`config.mk`:
```
export PLATFORM = sky130hd
export DESIGN_NAME = sdram_probe_clear
export DESIGN_NICKNAME = d
export VERILOG_FILES = /design/src/rtl/sdram_probe_clear.sv
export SDC_FILE = /design/constraint.sdc
export NUM_CORES = 1
export LEC_CHECK = 0
export CAP_MARGIN = 20
export CELL_PAD_IN_SITES_DETAIL_PLACEMENT = 0
export CELL_PAD_IN_SITES_GLOBAL_PLACEMENT = 2
export CORE_UTILIZATION = 31
export DETAILED_ROUTE_END_ITERATION = 10
export GPL_TIMING_DRIVEN = 0
export PLACE_DENSITY_LB_ADDON = 0.1
export SYNTH_ARGS = -nofsm -noshare
export SYNTH_HDL_FRONTEND = slang
export SYNTH_SLANG_ARGS = --single-unit
```
`constraint.sdc`:
```
create_clock -name clk_sys -period 3.1 [get_ports clk_sys]
set_clock_uncertainty 0.05 [all_clocks]
set_input_delay 0.465 -clock clk_sys [delete_from_list [all_inputs] [get_ports clk_sys]]
set_output_delay 0.465 -clock clk_sys [all_outputs]
set_load 0.005 [all_outputs]
```
`src/rtl/sdram_probe_clear.sv`:
```
// Startup sequencer for the SDRAM command port: probes the usable size through
// aliasing writes and read-backs, then keeps sweeping the whole array with zeros.
`timescale 1ns/1ps
module sdram_probe_clear #(
  parameter int unsigned             ADDR_W    = 27,
  parameter logic [ADDR_W-1:0]       CLEAR_END = 27'h1FFFFFF,
  parameter int unsigned             CLEAR_GAP = 31
) (
  input  logic              clk_sys,
  input  logic              reset,
  input  logic              mem_ready,
  input  logic [15:0]       mem_dout,
  output logic [ADDR_W-1:0] mem_addr,
  output logic [15:0]       mem_din,
  output logic              mem_we,
  output logic              mem_rd,
  output logic [15:0]       cfg,
  output logic              clearing,
  output logic [7:0]        pass_cnt
);

  localparam int unsigned GAP_W = (CLEAR_GAP < 2) ? 1 : $clog2(CLEAR_GAP + 1);

  typedef enum logic [3:0] {
    S_WAIT_RDY, S_W4, S_W2, S_W0, S_W1, S_R4, S_R2, S_R0, S_DONE, S_CLEAR, S_SKIP
  } state_t;

  state_t            state_q, state_d, ret_q, ret_d;
  logic [ADDR_W-1:0] addr_q, addr_d, clr_addr_q, clr_addr_d;
  logic [15:0]       din_q, din_d;
  logic              we_q, we_d, rd_q, rd_d;
  logic [2:0]        ver_q, ver_d;
  logic              done_q, done_d;
  logic [GAP_W-1:0]  gap_q, gap_d;
  logic [7:0]        pass_q, pass_d;

  always_ff @(posedge clk_sys or posedge reset) begin
    if (reset) begin
      state_q    <= S_WAIT_RDY;
      ret_q      <= S_WAIT_RDY;
      addr_q     <= '0;
      din_q      <= '0;
      we_q       <= 1'b0;
      rd_q       <= 1'b0;
      ver_q      <= '0;
      done_q     <= 1'b0;
      clr_addr_q <= '0;
      gap_q      <= '0;
      pass_q     <= '0;
    end else begin
      state_q    <= state_d;
      ret_q      <= ret_d;
      addr_q     <= addr_d;
      din_q      <= din_d;
      we_q       <= we_d;
      rd_q       <= rd_d;
      ver_q      <= ver_d;
      done_q     <= done_d;
      clr_addr_q <= clr_addr_d;
      gap_q      <= gap_d;
      pass_q     <= pass_d;
    end
  end

  always_comb begin
    state_d    = state_q;
    ret_d      = ret_q;
    addr_d     = addr_q;
    din_d      = din_q;
    we_d       = 1'b0;
    rd_d       = 1'b0;
    ver_d      = ver_q;
    done_d     = done_q;
    clr_addr_d = clr_addr_q;
    pass_d     = pass_q;
    gap_d      = (gap_q != '0) ? gap_q - GAP_W'(1) : gap_q;

    // Every command is followed by one SKIP cycle, so the controller has seen
    // the registered strobe before mem_ready is trusted again.
    case (state_q)
      S_WAIT_RDY: begin
        ver_d  = '0;
        done_d = 1'b0;
        if (mem_ready) state_d = S_W4;
      end
      S_W4: if (mem_ready) begin
        we_d = 1'b1; addr_d = ADDR_W'(27'h4000000); din_d = 16'd3128;
        state_d = S_SKIP; ret_d = S_W2;
      end
      S_W2: if (mem_ready) begin
        we_d = 1'b1; addr_d = ADDR_W'(27'h2000000); din_d = 16'd2064;
        state_d = S_SKIP; ret_d = S_W0;
      end
      S_W0: if (mem_ready) begin
        we_d = 1'b1; addr_d = '0; din_d = 16'd1032;
        state_d = S_SKIP; ret_d = S_W1;
      end
      S_W1: if (mem_ready) begin
        we_d = 1'b1; addr_d = ADDR_W'(27'h1000000); din_d = 16'd12345;
        state_d = S_SKIP; ret_d = S_R4;
      end
      S_R4: if (mem_ready) begin
        rd_d = 1'b1; addr_d = ADDR_W'(27'h4000000);
        state_d = S_SKIP; ret_d = S_R2;
      end
      S_R2: if (mem_ready) begin
        ver_d[2] = (mem_dout == 16'd3128);
        rd_d = 1'b1; addr_d = ADDR_W'(27'h2000000);
        state_d = S_SKIP; ret_d = S_R0;
      end
      S_R0: if (mem_ready) begin
        ver_d[1] = (mem_dout == 16'd2064);
        rd_d = 1'b1; addr_d = '0;
        state_d = S_SKIP; ret_d = S_DONE;
      end
      S_DONE: if (mem_ready) begin
        ver_d[0]   = (mem_dout == 16'd1032);
        done_d     = 1'b1;
        clr_addr_d = '0;
        gap_d      = GAP_W'(CLEAR_GAP);
        state_d    = S_CLEAR;
      end
      S_CLEAR: if (gap_q == '0 && mem_ready) begin
        we_d   = 1'b1;
        addr_d = clr_addr_q;
        din_d  = '0;
        gap_d  = GAP_W'(CLEAR_GAP);
        if (clr_addr_q == CLEAR_END) begin
          clr_addr_d = '0;
          if (pass_q != 8'hFF) pass_d = pass_q + 8'd1;
        end else begin
          clr_addr_d = clr_addr_q + ADDR_W'(1);
        end
        state_d = S_SKIP; ret_d = S_CLEAR;
      end
      S_SKIP:  state_d = ret_q;
      default: state_d = S_WAIT_RDY;
    endcase
  end

  assign mem_addr = addr_q;
  assign mem_din  = din_q;
  assign mem_we   = we_q;
  assign mem_rd   = rd_q;
  assign cfg      = {done_q, 12'h000, ver_q};
  // done_q is set on the same edge that enters CLEAR and only reset clears it.
  assign clearing = done_q;
  assign pass_cnt = pass_q;

endmodule

```
==> summary.txt <==
Status
  • Status: finished clean

Synthesis
  • Async SR Flop Fraction: 100%
  • Yosys cell types: 51
  • Mapped Area: 0.00442 mm2
  • Sequential-to-total area share from yosys stat: roughly 49%
  • Post-synth EDFFs: 0
  • Main flop type after synthesis: dfrtp_1
  • Post-synthesis register bit count: 87
  • Yosys warns: 0
  • Synthesized instance count: 487
  • Count leader, synth: nand2_1
  • Syn avg cell area: about 9.1 um2
  • Yosys top cell area share: 49.2%
  • Cell taking the most area after synthesis: dfrtp_1
  • Most common library cells after synthesis: 90 x nand2_1, 87 x dfrtp_1, 46 x o21ai_0
  • Synth top area cells: dfrtp_1 49%, nand2_1 7.6%, o21ai_0 5.2%

Floorplanning
  • # rows: 43
  • Die extent in y: roughly 120 um
  • Die width: between 100 and 150 um
  • Top Ports: 89
  • Initial Utilization: 31.9%
  • Die area: 0.0147 mm2
  • Core ar.: 0.0139 mm2

Power and ir drop
  • Peak supply drop: 0.227 mV
  • Power per cell area: 649 mW/mm2
  • Leak: 2.49 nW

CTS
  • Root buf cell: clkbuf_16
  • CTS tree: done
  • Clock Latency Late Sink: 0.34 ns
  • Cts bufs inserted: 9
  • Hold_buf cts: 0
  • H-tree levels: 3
  • Clk slew on worst S/H paths: roughly 0.06 ns
  • Clock buffer depth: 2
  • Clk sinks: 87

STA
  • Final worst-path cycle share: 84.4%
  • Slew @ Worst Pin: 0.808 ns
  • Max Slew Vio Count: 0
  • RSZ-0062 raised after global routing: false
  • Minimum clock period: 2.62 ns
  • Slew HR: 45.7%
  • F_max: 0.382 GHz
  • Final number of setup-violating endpoints: 0
  • Count of final hold-check violations: 0
  • WHS: a little over 0.4 ns

Final layout
  • Share of layout cells above drive strength 1: 9.83%
  • Area Overhead vs Synth: 29.9%
  • Antenna cells: 0
  • Layout Utilization: approximately two fifths
  • Filler cells: 1423
  • Layout Nets: 607

Setup path
  • CP endpoint kind: flip-flop
  • Data arrival, critical path: 2.79 ns
  • Crit-path max FO: 7
  • Critical path class: reg2reg
  • Worst EP required: 3.27 ns
  • Startpoint Class: flip-flop

Global routing
  • Number of antenna violations at the first check in global routing: 0
  • Largest net degree at the start of global routing: 63
  • Total track usage: 16.6%
  • First-pass GRT wire length: 18800 um
  • Gr ovfl total: 0
  • Vias in the first global route: 3626

Routing
  • DRT Wirelength: 11400 um
  • Drt first pass iters: 4
  • Via/cell ratio: just under 5
  • Vias: roughly 3700
  • Iter 0 DRT Violations: 235
  • Detail Route Antenna Nets: 0
  • Residual DRC: 0
  • Drt wl/cell: 14.8 um

Flow run
  • Max Cap Violations: 0

Place
  • GP Congestion: 0.783
  • Dpl hpwl: 8090 um
  • Port Buffers: 67

Worst hold path
  • HP Class: in2async
-- flip-flops by register name (all words and copies together), names as in the netlist --
signal	cells
clr_addr_q	27
mem_addr	27
pass_cnt	8
mem_din	6
gap_q	5
ret_q	4
state_q	4
ver_q	3
clearing	1
mem_rd	1
mem_we	1
-- logic make-up (layout without fill, tap and decap cells) --
logic type | count (synthesis) | in the layout | share of synthesized area (%)
and+or+nand+nor | 211 | 211 | 23.0
AOI/OAI and AO/OA | 90 | 90 | 11.8
DFF | 87 | 87 | 49.2
buffers and inverters | 59 | 143 | 7.44
xor gates and xnor gates | 26 | 26 | 5.15
muxes | 10 | 10 | 2.43
adders and majority gates | 3 | 3 | 0.849
other | 1 | 20 | 0.0848
-- per-layer routing --
metal,wire length (um),vias to the layer above,GRT usage (%)
li1,-,1827,-
met1,5610,1792,23.8
met2,5160,66,24.7
met3,499,12,3.34
met4,167,0,6.02
met5,0,-,0
-- per-stage QoR --
step	setup WS [ns]	instance area (um2)	TNS [ns]	power (mW)	cells
finish	0.483	5750	0	3.73	770
global route	0.241	5750	0	3.98	770
global placement	-1.32	5390	-114.74	2.61	753
floorplan	0.335	4490	0	2.15	506
detailed placement	0.220	5430	0	2.62	754
CTS	0.217	5740	0	3.78	770
-- cell type report --
type,instances,area (um2),share of cell area (%)
Buffer,46,280,4.88
Clock buffer,14,274,4.77
Clock inverter,2,37.5,0.653
Inverter,13,51.3,0.893
Multi-Input combinational cell,360,2000,34.8
Sequential cell,87,2180,37.9
Tap cell,180,225,3.92
Timing Repair Buffer,68,698,12.2
-- report_power, final --
part | leakage, nW | internal (mW) | switching, mW | total (mW)
registers | 1.17 | 1.29 | 0.134 | 1.43
clock network | 0.149 | 0.692 | 0.442 | 1.13
logic | 1.17 | 0.454 | 0.715 | 1.17
total | 2.49 | 2.44 | 1.29 | 3.73
-- worst max-delay path, stage by stage (launching register included) --
cell     delay, ns
dfrtp_1       0.39
inv_1         0.08
ha_1          0.23
nor4b_4       0.45
nand3_1       0.22
a31oi_1       0.53
nand2_1       0.20
mux2_1        0.35
-- layout by cell type, fill, tap and decap left out, types with 4 or more instances in the layout --
cell type	n
a21oi_1	16
a31oi_1	7
and3_1	8
buf_4	26
clkbuf_1	19
clkbuf_16	9
clkdlybuf4s50_1	67
conb_1	20
dfrtp_1	87
inv_1	12
mux2_2	5
mux2i_1	4
nand2_1	90
nand2b_1	4
nand3_1	28
nand4_1	13
nor2_1	35
nor2b_1	4
nor3_1	9
o21ai_0	46
o31ai_1	6
xnor2_1	12
xor2_1	14
-- worst paths after layout --
check                                           end                    start  slack, ns  depth (start not counted)
max reg2reg                 pass_cnt[1]$_DFFE_PP0P_       gap_q[0]$_DFF_PP0_       0.48                          7
min reg2reg                 mem_addr[9]$_DFFE_PP0P_  mem_addr[9]$_DFFE_PP0P_       0.43                          2
max in group asynchronous          mem_rd$_DFF_PP0_                    reset       1.94                          3
min in group clk_sys        mem_addr[9]$_DFFE_PP0P_  mem_addr[9]$_DFFE_PP0P_       0.43                          2
min                        mem_addr[11]$_DFFE_PP0P_                    reset       0.41                          2
max                         pass_cnt[1]$_DFFE_PP0P_       gap_q[0]$_DFF_PP0_       0.48                          7
-- timing repair --
action                     CTS  global route
setup endpoints to repair    0             1
gates resized for setup      0             1
setup buffers                0             0
(Power assumes the default switching activity.)
